--- config.mk ---
export PLATFORM = sky130hd
export DESIGN_NAME = arc4_key_search
export DESIGN_NICKNAME = d
export VERILOG_FILES = /design/src/rtl/arc4_key_search.sv
export SDC_FILE = /design/constraint.sdc
export NUM_CORES = 1
export LEC_CHECK = 0
export BUFFER_PORTS_ARGS = -buffer_cell sky130_fd_sc_hd__buf_4
export CORE_MARGIN = 2
export CORE_UTILIZATION = 36
export CTS_CLUSTER_DIAMETER = 30
export DETAILED_ROUTE_END_ITERATION = 16
export PLACE_DENSITY = 0.69
export SKIP_CTS_REPAIR_TIMING = 1
export SLEW_MARGIN = 5
export SYNTH_ARGS = -nofsm -noshare
export SYNTH_HDL_FRONTEND = slang
export SYNTH_SLANG_ARGS = --single-unit
--- constraint.sdc ---
create_clock -name clk -period 6.6 [get_ports clk]
set_input_delay 1.32 -clock clk [delete_from_list [all_inputs] [get_ports clk]]
set_output_delay 1.32 -clock clk [all_outputs]
set_load 0.02 [all_outputs]
--- src/rtl/arc4_key_search.sv ---
// Brute-force ARC4 key sequencer: launches the arc4 core per candidate key,
// then scans the decrypted plaintext for printable bytes.
//
// state     | meaning
// ----------+-----------------------------------------------------------
// IDLE      | ready, waiting for en
// LAUNCH    | waiting for arc4 idle, pulse a4_en
// WAIT_BUSY | waiting for arc4 to drop a4_rdy
// WAIT_DONE | arc4 decrypting; pt_mem port handed to arc4
// RD_LEN    | read pt[0] (two cycles: address, then data)
// CHECK     | pipelined scan of pt[1..L], one byte per cycle
// PASS      | printable text found
// FAIL      | advance to next key or give up at KEY_LAST
// DONE      | ready, key/key_valid hold the result
module arc4_key_search #(
    parameter logic [23:0] KEY_FIRST = 24'h000000,
    parameter logic [23:0] KEY_LAST  = 24'hFFFFFF,
    parameter logic [7:0]  CH_LO     = 8'h20,
    parameter logic [7:0]  CH_HI     = 8'h7E
) (
    input  logic        clk,
    input  logic        rst_n,
    input  logic        en,
    output logic        rdy,
    output logic [23:0] key,
    output logic        key_valid,
    output logic        a4_en,
    input  logic        a4_rdy,
    output logic [23:0] a4_key,
    input  logic [7:0]  a4_pt_addr,
    input  logic [7:0]  a4_pt_wrdata,
    input  logic        a4_pt_wren,
    output logic [7:0]  pt_addr,
    output logic [7:0]  pt_wrdata,
    output logic        pt_wren,
    input  logic [7:0]  pt_rddata
);
    typedef enum logic [3:0] {
        S_IDLE, S_LAUNCH, S_WAIT_BUSY, S_WAIT_DONE, S_RD_LEN,
        S_CHECK, S_PASS, S_FAIL, S_DONE
    } state_t;

    state_t      state_q, state_d;
    logic [23:0] key_q, key_d;
    logic        key_valid_q, key_valid_d;
    logic [7:0]  chk_addr_q, chk_addr_d;
    logic [7:0]  rd_addr_q, rd_addr_d;
    logic [7:0]  len_q, len_d;
    logic        cmp_vld_q, cmp_vld_d;
    logic        len_wait_q, len_wait_d;
    logic        byte_bad;
    logic        last_byte;

    // cmp_vld_q: pt_rddata this cycle is the byte at rd_addr_q
    assign byte_bad  = cmp_vld_q && ((pt_rddata < CH_LO) || (pt_rddata > CH_HI));
    assign last_byte = cmp_vld_q && (rd_addr_q == len_q);

    always_ff @(posedge clk or negedge rst_n) begin
        if (!rst_n) begin
            state_q     <= S_IDLE;
            key_q       <= KEY_FIRST;
            key_valid_q <= 1'b0;
            chk_addr_q  <= 8'd0;
            rd_addr_q   <= 8'd0;
            len_q       <= 8'd0;
            cmp_vld_q   <= 1'b0;
            len_wait_q  <= 1'b0;
        end else begin
            state_q     <= state_d;
            key_q       <= key_d;
            key_valid_q <= key_valid_d;
            chk_addr_q  <= chk_addr_d;
            rd_addr_q   <= rd_addr_d;
            len_q       <= len_d;
            cmp_vld_q   <= cmp_vld_d;
            len_wait_q  <= len_wait_d;
        end
    end

    always_comb begin
        state_d     = state_q;
        key_d       = key_q;
        key_valid_d = key_valid_q;
        chk_addr_d  = chk_addr_q;
        rd_addr_d   = rd_addr_q;
        len_d       = len_q;
        cmp_vld_d   = cmp_vld_q;
        len_wait_d  = len_wait_q;
        unique case (state_q)
            S_IDLE, S_DONE: begin
                if (en) begin
                    key_d       = KEY_FIRST;
                    key_valid_d = 1'b0;
                    state_d     = S_LAUNCH;
                end
            end
            S_LAUNCH:    if (a4_rdy)  state_d = S_WAIT_BUSY;
            S_WAIT_BUSY: if (!a4_rdy) state_d = S_WAIT_DONE;
            S_WAIT_DONE: begin
                if (a4_rdy) begin
                    chk_addr_d = 8'd0;
                    len_wait_d = 1'b0;
                    state_d    = S_RD_LEN;
                end
            end
            S_RD_LEN: begin
                if (!len_wait_q) begin
                    len_wait_d = 1'b1;
                end else begin
                    len_d = pt_rddata;
                    if (pt_rddata == 8'd0) begin
                        state_d = S_PASS;
                    end else begin
                        chk_addr_d = 8'd1;
                        cmp_vld_d  = 1'b0;
                        state_d    = S_CHECK;
                    end
                end
            end
            S_CHECK: begin
                if (byte_bad) begin
                    chk_addr_d = rd_addr_q;
                    state_d    = S_FAIL;
                end else if (last_byte) begin
                    state_d = S_PASS;
                end else begin
                    rd_addr_d = chk_addr_q;
                    cmp_vld_d = 1'b1;
                    // hold the address at L so nothing past the text is read
                    if (chk_addr_q != len_q) chk_addr_d = chk_addr_q + 8'd1;
                end
            end
            S_PASS: begin
                key_valid_d = 1'b1;
                state_d     = S_DONE;
            end
            S_FAIL: begin
                if (key_q == KEY_LAST) begin
                    key_valid_d = 1'b0;
                    state_d     = S_DONE;
                end else begin
                    key_d   = key_q + 24'd1;
                    state_d = S_LAUNCH;
                end
            end
            default: state_d = S_IDLE;
        endcase
    end

    always_comb begin
        rdy       = (state_q == S_IDLE) || (state_q == S_DONE);
        a4_en     = (state_q == S_LAUNCH) && a4_rdy;
        key       = key_q;
        a4_key    = key_q;
        key_valid = key_valid_q;
        pt_addr   = chk_addr_q;
        pt_wrdata = 8'd0;
        pt_wren   = 1'b0;
        if ((state_q == S_LAUNCH) || (state_q == S_WAIT_BUSY) || (state_q == S_WAIT_DONE)) begin
            pt_addr   = a4_pt_addr;
            pt_wrdata = a4_pt_wrdata;
            pt_wren   = a4_pt_wren;
        end else if ((state_q == S_CHECK) && byte_bad) begin
            // the next address is already up; fall back so a failing key never reads past its bad byte
            pt_addr = rd_addr_q;
        end
    end
endmodule
==> results by group <==
Worst hold path
  – Hold Crit Class: reg2reg

Clock tree
  – Num CTS Buffers: 5
  – CTS tree: yes
  – CTS Root Cell: clkbuf_8
  – Clock Latency Late Sink: 0.31 ns
  – Sinks on Clock Net: 55
  – Deepest clock path buffer count: 2
  – H-tree lvl count: 2
  – Clock Pin Slew Worst Setup and Hold Paths: 0.11 ns

STA
  – Hold WS: 0.584 ns
  – FMAX: 231 MHz
  – Final setup violation count: 0
  – Final setup TNS: 0 ns
  – Fin. max-slew vios: 0
  – Rel. slew slack: 25.1%
  – Final period util: 65.7%
  – Unrepaired setup endpoints after global routing: false
  – Tmin final: 4.34 ns
  – Final Skew: 0.0177 ns
  – Slew @ Worst Pin: 1.12 ns
  – Fin. Hold Viols: 0

Finish
  – Commonest non-fill, non-tap cell in the layout: buf_4
  – P&R area growth vs syn: 20.6%
  – Share of layout cells above drive strength 1: 30.0%
  – Final net count: 487
  – Commonest cells after routing, fill and taps aside: buf_4 (98), dfrtp_1 (55), nor2_1 (34)
  – # fillers: 970
  – Antenna Cells: 0

Run status
  – Status: finished, final reports clean

Setup path
  – Worst Path Required: 5.28 ns
  – Worst EP arrival: 3.02 ns
  – CP max-delay cell: nand2_1
  – Largest stage delay, worst path: 0.39 ns
  – CP Launch Type: primary input
  – Critical path peak fanout: 18
  – Crit Path Class: in2out
  – Crit path capture type: output pin
  – Critical path's most frequent cell: buf_4
  – Worst-path cell chain: buf_4 -> o21ba_2 -> o22ai_1 -> buf_4 -> nand2_1 -> mux2i_1 -> o21ai_0 -> buf_4

Global routing
  – Initial antenna violation count: 0
  – Number of global-route vias before repair: 2971
  – Global-route wire length before repair: 14.7 mm
  – Global-route usage over all layers: 16.3%
  – Pin count of the biggest net entering global routing: 56
  – Grt total ovfl: 0

Place
  – Gpl congestion: 0.933
  – Detailed Place HPWL: 6.57 mm
  – Port bufs: 96

Pwr
  – Pwr Total: 1.35 mW
  – P_sw: 0.566 mW
  – Internal: 0.783 mW
  – Clock Power Share: 17.0%
  – Sw Share: 42.0%
  – Pwr dens: 310 mW/mm^2
  – Static leakage power: 1.99 nW
  – Comb pwr share: 45.5%
  – Sequential fraction of design power: 37.5%
  – Worst vdd ir: 0.000156 V

Floorplan
  – Die Y: 104 um
  – I/O Pins: 97
  – Row Count: 36
  – Die area: 0.0108 mm^2
  – Area of the core: 0.00977 mm^2
  – Die X-Extent: 104 um
  – Starting Density: 36.9%

Run
  – Maxcap violations: 0

Synthesis
  – Yosys cell types: 60
  – Post-synth ARST share: 100%
  – Syn_nets: 420
  – Avg Cell Area, Syn: 9.28 um^2
  – Cell Area, Synth: 0.00361 mm^2
  – Sequential fraction of the synthesis area: 38.1%
  – Post-synth EDFFs: 0
  – Gate Count Post-Synth: 389
  – Synth area leaders: dfrtp_1 (38%), xnor2_1 (6.3%), buf_4 (5.0%), mux2_2 (4.7%), nand4_1 (3.6%)
  – Yosys top cell area share: 38.1%
  – Cell taking the most area after synthesis: dfrtp_1
  – Top_reg_cell synth: dfrtp_1
  – Yosys warnings: 0
  – #FFs+latches synth: 55

Routing
  – Drt first pass iters: 5
  – WL final: 8.81 mm
  – Initial DRC count: 142
  – Drt wl/cell: 14.9 um
  – Vias per cell: 5.27
  – Antenna-violating nets left: 0
  – Drc violations: 0
  – Vias: 3110
## state kept, by name (all words and copies together), names as in the netlist
register,count
a4_key,24
chk_addr_q,8
cmp_vld_q,1
key_valid,1
len_q,8
len_wait_q,1
rd_addr_q,8
state_q,4
## metrics by stage
| step | cells | instance area, um^2 | worst slack [ns] | util, % |
|---|---|---|---|---|
| floorplan | 389 | 3610 | 2.38 | - |
| global placement | 582 | 4240 | 2.30 | 43.4 |
| detailed placement | 582 | 4240 | 2.26 | 43.4 |
| CTS | 590 | 4350 | 2.25 | 44.5 |
| global route | 590 | 4350 | 2.08 | 44.5 |
| finish | 590 | 4350 | 2.26 | 44.5 |
## cell usage after synthesis, drive strengths merged, types with 7 or more instances
cell type  count
a21oi         12
and2          13
buf           26
clkbuf        12
dfrtp         55
inv            7
mux2          15
mux2i          9
nand2         28
nand3         11
nand4         21
nor2          34
nor3          13
nor4           9
o21ai         27
xnor2         26
xor2          11
## final timing paths
check,start,cells after the start,end,slack [ns]
max,pt_rddata[6],8,pt_addr[3],2.26
min,rd_addr_q[0],2,rd_addr_q[0],0.58
max reg2reg,a4_key[0],7,a4_key[19],4.02
min reg2reg,rd_addr_q[0],2,rd_addr_q[0],0.58
max in group asynchronous,rst_n,1,cmp_vld_q,5.07
min in group asynchronous,rst_n,1,a4_key[4],1.05
## routing by layer
| metal | track usage (%) | share of wire, % | wire length [um] | up-vias |
|---|---|---|---|---|
| li1 | - | - | - | 1514 |
| met1 | 21.0 | 44 | 3860 | 1484 |
| met2 | 29.1 | 50 | 4430 | 106 |
| met3 | 2.32 | 5.3 | 463 | 6 |
| met4 | 3.09 | 0.50 | 44 | 0 |
| met5 | 0 | 0 | 0 | - |
## layout make-up
class / instances / area, um^2 / share of cell area (%)
multi-input cells: 289 / 1940 / 44.5
clock inverters: 2 / 38.8 / 0.891
clock buffers: 6 / 72.6 / 1.67
flip-flops and latches: 55 / 1380 / 31.6
inverters: 7 / 26.3 / 0.604
repair buffers: 98 / 736 / 16.9
well taps: 133 / 166 / 3.82
## power groups by stage
stage,combinational (mW),sequential (mW),clock [mW]
2_1_floorplan,0.470,0.466,0
3_3_place_gp,0.607,0.508,0
3_5_place_dp,0.621,0.511,0
4_1_cts,0.622,0.504,0.236
5_1_grt,0.677,0.518,0.252
6_report,0.614,0.506,0.230
## critical path, delay by kind of cell
kind	cells	cell delay [ns]
and+or+nand+nor	1	0.39
AOI/OAI and AO/OA	3	0.52
buffers and inverters	3	0.54
muxes	1	0.23
## logic make-up after synthesis
family,synth area share (%)
AOI/OAI and AO/OA,12.4
and+or+nand+nor,24.3
DFF,38.1
xor gates and xnor gates,8.98
muxes,7.18
adders and majority gates,0.693
buffers and inverters,8.35
Power figures use the tool's default switching activity.
